File: src/rtl/pci_arb_pkg.sv
// Shared types and constants for the round-robin PCI bus arbiter and the device models around it.
package pci_arb_pkg;

  typedef enum logic [1:0] {
    IDLE  = 2'd0,
    GRANT = 2'd1,
    BUSY  = 2'd2,
    TURN  = 2'd3
  } arb_state_e;

  localparam int LAT_TIMER_DEF   = 16;
  localparam int GNT_TIMEOUT_DEF = 8;

  // Bus control lines are active-low.
  localparam logic ASSERTED   = 1'b0;
  localparam logic DEASSERTED = 1'b1;

  function automatic int cnt_width(input int a, input int b);
    return $clog2(((a > b) ? a : b) + 1);
  endfunction

endpackage

File: src/rtl/rr_pick.sv
// Rotating-priority encoder: first set bit of req searching upward from ptr+1, wrapping at N-1.
module rr_pick #(
  parameter int N  = 5,
  parameter int IW = $clog2(N)
) (
  input  logic [N-1:0]  req,
  input  logic [IW-1:0] ptr,
  output logic [IW-1:0] idx,
  output logic          any
);

  logic          found;
  logic [IW-1:0] cand;

  always_comb begin
    idx   = '0;
    found = 1'b0;
    cand  = '0;
    // i runs to N so ptr itself is the last candidate.
    for (int i = 1; i <= N; i++) begin
      cand = IW'((int'(ptr) + i) % N);
      if (!found && req[cand]) begin
        idx   = cand;
        found = 1'b1;
      end
    end
  end

  assign any = |req;

endmodule

File: src/rtl/pci_rr_arbiter.sv
// Round-robin bus arbiter: hands the bus over only when idle, reclaims no-shows, preempts long owners.
//   state | meaning
//   IDLE  | no grant, waiting for any request
//   GRANT | grant issued, waiting for owner to start a frame
//   BUSY  | owner transferring; latency timer running
//   TURN  | one turnaround cycle with all grants high
module pci_rr_arbiter
  import pci_arb_pkg::*;
#(
  parameter int N           = 5,
  parameter int LAT_TIMER   = LAT_TIMER_DEF,
  parameter int GNT_TIMEOUT = GNT_TIMEOUT_DEF
) (
  input  logic                 clk,
  input  logic                 rst,
  input  logic [N-1:0]         request,
  input  logic                 iframe,
  input  logic                 iready,
  output logic [N-1:0]         grant,
  output logic [$clog2(N)-1:0] owner,
  output logic                 owner_valid,
  output logic                 preempt
);

  localparam int IW = $clog2(N);
  localparam int CW = cnt_width(LAT_TIMER, GNT_TIMEOUT);

  arb_state_e    state_q, state_d;
  logic [N-1:0]  grant_q, grant_d;
  logic [IW-1:0] owner_q, owner_d;
  logic [IW-1:0] ptr_q, ptr_d;
  logic          preempt_q, preempt_d;
  logic [CW-1:0] idle_q, idle_d;
  logic [CW-1:0] lat_q, lat_d;

  logic [IW-1:0] pick_idx;
  logic          pick_any;
  logic [N-1:0]  own_oh;
  logic          bus_idle, held, others, withdrawn, lat_exp, gnt_exp;

  rr_pick #(.N(N), .IW(IW)) u_pick (
    .req (~request),
    .ptr (ptr_q),
    .idx (pick_idx),
    .any (pick_any)
  );

  always_comb begin
    own_oh          = '0;
    own_oh[owner_q] = 1'b1;
  end

  assign bus_idle  = (iframe == DEASSERTED) && (iready == DEASSERTED);
  assign held      = (grant_q != '1);
  assign others    = |(~request & ~own_oh);
  assign withdrawn = (request[owner_q] == DEASSERTED);
  assign lat_exp   = (lat_q == CW'(LAT_TIMER - 1));
  assign gnt_exp   = (idle_q == CW'(GNT_TIMEOUT - 1));

  always_ff @(posedge clk) begin
    if (rst) begin
      state_q   <= IDLE;
      grant_q   <= '1;
      owner_q   <= '0;
      ptr_q     <= IW'(N - 1);
      preempt_q <= 1'b0;
      idle_q    <= '0;
      lat_q     <= '0;
    end else begin
      state_q   <= state_d;
      grant_q   <= grant_d;
      owner_q   <= owner_d;
      ptr_q     <= ptr_d;
      preempt_q <= preempt_d;
      idle_q    <= idle_d;
      lat_q     <= lat_d;
    end
  end

  always_comb begin
    state_d = state_q;
    case (state_q)
      IDLE:    if (pick_any) state_d = GRANT;
      GRANT: begin
        if (iframe == ASSERTED)        state_d = BUSY;
        else if (withdrawn || gnt_exp) state_d = TURN;
      end
      BUSY:    if (bus_idle) state_d = TURN;
      TURN:    state_d = pick_any ? GRANT : IDLE;
      default: state_d = IDLE;
    endcase
    // Counters sit at zero outside their state, so each entry starts fresh.
    idle_d = (state_q == GRANT) ? idle_q + CW'(1) : '0;
    if (state_q != BUSY)              lat_d = '0;
    else if (lat_q == CW'(LAT_TIMER)) lat_d = lat_q;
    else                              lat_d = lat_q + CW'(1);
  end

  always_comb begin
    grant_d   = grant_q;
    owner_d   = owner_q;
    ptr_d     = ptr_q;
    preempt_d = 1'b0;
    case (state_q)
      IDLE, TURN: begin
        grant_d = '1;
        if (pick_any) begin
          grant_d[pick_idx] = ASSERTED;
          owner_d           = pick_idx;
          ptr_d             = pick_idx;
        end
      end
      GRANT: begin
        if (iframe != ASSERTED && (withdrawn || gnt_exp)) grant_d = '1;
      end
      BUSY: begin
        // Bus idle takes priority so a simultaneous expiry never pulses preempt.
        if (bus_idle) begin
          grant_d = '1;
        end else if (lat_exp && others && held) begin
          grant_d   = '1;
          preempt_d = 1'b1;
        end
      end
      default: grant_d = '1;
    endcase
  end

  assign grant       = grant_q;
  assign owner       = owner_q;
  assign owner_valid = held;
  assign preempt     = preempt_q;

endmodule

File: config.mk
export PLATFORM = sky130hd
export DESIGN_NAME = pci_rr_arbiter
export DESIGN_NICKNAME = d
export VERILOG_FILES = /design/src/rtl/pci_arb_pkg.sv /design/src/rtl/rr_pick.sv /design/src/rtl/pci_rr_arbiter.sv
export SDC_FILE = /design/constraint.sdc
export NUM_CORES = 1
export LEC_CHECK = 0
export CAP_MARGIN = 20
export CORE_ASPECT_RATIO = 1.5
export CORE_MARGIN = 2
export CORE_UTILIZATION = 50
export CTS_CLUSTER_DIAMETER = 60
export CTS_CLUSTER_SIZE = 40
export DETAILED_ROUTE_END_ITERATION = 8
export GPL_ROUTABILITY_DRIVEN = 0
export PLACE_DENSITY = 0.69
export RECOVER_POWER = 100
export SYNTH_ARGS = -nofsm -noshare
export SYNTH_HDL_FRONTEND = slang
export SYNTH_HIERARCHICAL = 1
export SYNTH_SLANG_ARGS = --single-unit
File: constraint.sdc
create_clock -name clk -period 12.33 [get_ports clk]
set_input_delay 2.466 -clock clk [delete_from_list [all_inputs] [get_ports clk]]
set_output_delay 2.466 -clock clk [all_outputs]
set_load 0.05 [all_outputs]
==> metrics.txt <==
status=complete, no violations; CTS root buffer=clkbuf_8; final setup TNS=0 ps; first-pass GRT wire length=11780 microns; cell type with the largest total area after synthesis=dfxtp_1; maximum clock path buffer count=2; final clock skew=1.481 ps; DRC errors left=0; syn avg cell area=8.024 sq um; Slew headroom=38.83%; Placed Area=3087 sq um; CTS tree=yes; DP Worst Slack=6172 ps; PD cells=270.9 nW/um^2; cts repair resizes=0; gr ovfl total=0; Synth top cells by count=ha_1 (35), inv_1 (35), nor2_1 (34); CORE AREA=5700 sq um; Worst Tran Pin Value=917.5 ps; Die Span X=66.15 microns; starting density of the core=50.81%; Area Growth Syn to Fin=6.177%; Synth cell types=78; fraction of layout cells with a size suffix above 1=5.995%; Post-CTS Setup Bufs=0; Placed Instances=436; worst-path fanout max=21; Hold WS=451.5 ps; #FFs+latches synth=22; # IOs=19; largest net degree at the start of global routing=22; Hold Path Class=reg -> reg; unrepaired setup endpoints after global routing=no; cts bufs inserted=3; FMAX=0.1403 GHz; Post-Route Utilization=53.95%; row count=34; min cycle time layout=7130 ps; period utilisation layout=57.83%; Chip Height=97.22 microns; sequential area share after synthesis=15.21%; Non-Filler Instances=439; Worst setup startpoint=owner[0]$_SDFFE_PP0P_; share of flip-flops with an asynchronous set or reset=0%; Syn Nets=406; mapped cell area=2897 sq um; clock slew at reported path FFs=70 ps; # diodes=0; starting DRC count in detailed routing=118; number of port buffers=18; first drt pass iteration count=5; leakage dissipation=1.254 nW; initial antenna violation count=0; number of synthesized flops with an enable pin=0; top-area cell type share of the netlist area=15.21%; # nets final=414; Max-cap violations=0; Peak VDD IR=0.0001455 V; # hold bufs at CTS=0; max-slew violation count=0; number of nets still failing antenna checks after routing=0; Main synth FF type=dfxtp_1; DP Wirelength=5594 microns; Clock Latency Late Sink=260 ps; Yosys Warn Count=6; Crit Path Category=reg -> reg; DR vias/cell=6.367; design area=3075 sq um; die area=6431 sq um; total track usage=22.42%; Area contributors post-synth=dfxtp_1 (15%), ha_1 (15%), inv_1 (4.5%), nor2_1 (4.4%), mux2i_1 (3.8%); vias in the first global route=2788; origin of the critical flop-to-flop path=owner[0]$_SDFFE_PP0P_; H-tree levels=1; Hold Vio Cnt, Final=0; min-delay src=idle_q[0]$_SDFF_PP0_; CP Data Required Time=12480 ps; total wire length=7140 microns; DR WL/cell=16.26 microns; Clock Sinks=22; Startpoint Class=flip-flop; final setup violation count=0; synthesized instance count=361; via count=2795; fin worst setup slack=5200 ps; CP Capture Type=flip-flop; Power Total=0.8332 mW; crit path DAT=7280 ps; Fillers=570
[routing by layer]
layer	global-route usage [%]	part of all wire, %	vias to the layer above
met5	0	0	-
met4	13.19	5.3	0
met3	1.970	4.6	34
li1	-	-	1342
met1	22.34	37	1318
met2	42.54	53	101
[report_power, final]
part	switching [mW]	internal, mW
logic	0.407	0.275
registers	0.0246	0.0844
clock network	0.0210	0.0218
[placed cells by master (no fill, tap or decap), drive strengths merged, types with 3 or more instances in the layout]
cell type	instances
nor4b	4
a211oi	5
dfxtp	22
o31ai	6
clkdlybuf4s50	6
nand4	5
or3	6
dlygate4sd3	12
and3	8
nor4	4
a21oi	16
a31oi	6
mux2i	11
nor3	8
nand3	8
o32a	3
a32oi	3
a211o	3
nand2	26
and2	4
ha	35
mux4	3
o22ai	4
o21ai	12
xnor2	11
xor2	4
clkbuf	4
nand2b	4
nand3b	5
nor2	34
o211ai	4
inv	35
[state kept, by name, summed over array words and instances, names as in the netlist]
| name | cells |
|---|---|
| idle_q | 5 |
| preempt | 1 |
| state_q | 2 |
| grant | 5 |
| owner | 3 |
| ptr_q | 1 |
| lat_q | 5 |
[final cells by class]
type | count | area, sq um | area share (%)
multi-input cells | 288 | 2188 | 71.16
flip-flops and latches | 22 | 440.4 | 14.32
well taps | 72 | 90.09 | 2.929
clock buffers | 3 | 41.29 | 1.343
repair buffers | 19 | 183.9 | 5.980
inverters | 35 | 131.4 | 4.272
[path summary, 6_finish.rpt]
kind              cells after the start                    end  slack (ps)
setup / recovery                     18  grant[2]$_SDFFE_PP1P_        5200
hold / removal                        1   idle_q[0]$_SDFF_PP0_         450
setup reg to reg                     18  grant[2]$_SDFFE_PP1P_        5200
hold reg to reg                       1   idle_q[0]$_SDFF_PP0_         450
[worst max-delay path, cell delays in order, from the launching register on]
cell	delay [ps]
dfxtp_1	640
clkbuf_1	740
inv_1	600
ha_1	870
inv_1	270
ha_1	270
inv_1	50
ha_1	220
nand3b_1	200
or3_1	320
and3_1	240
xnor2_1	190
a311oi_1	370
a31oi_1	260
nor4b_1	490
a211oi_1	150
mux2i_1	390
or3b_2	480
o32a_1	280
[logic make-up (layout without fill, tap and decap cells)]
family / after synthesis / after routing / share of synthesized area, %
AO/OA/AOI/OAI: 89 / 89 / 23.80
XOR/XNOR: 15 / 15 / 5.313
adder cells (fa/ha/maj): 36 / 36 / 15.81
buffers and inverters: 51 / 57 / 7.559
flip-flops: 22 / 22 / 15.21
multiplexers: 14 / 14 / 6.134
AND/OR/NAND/NOR: 134 / 134 / 26.18
Note: power is estimated with default switching activity, not from simulation.
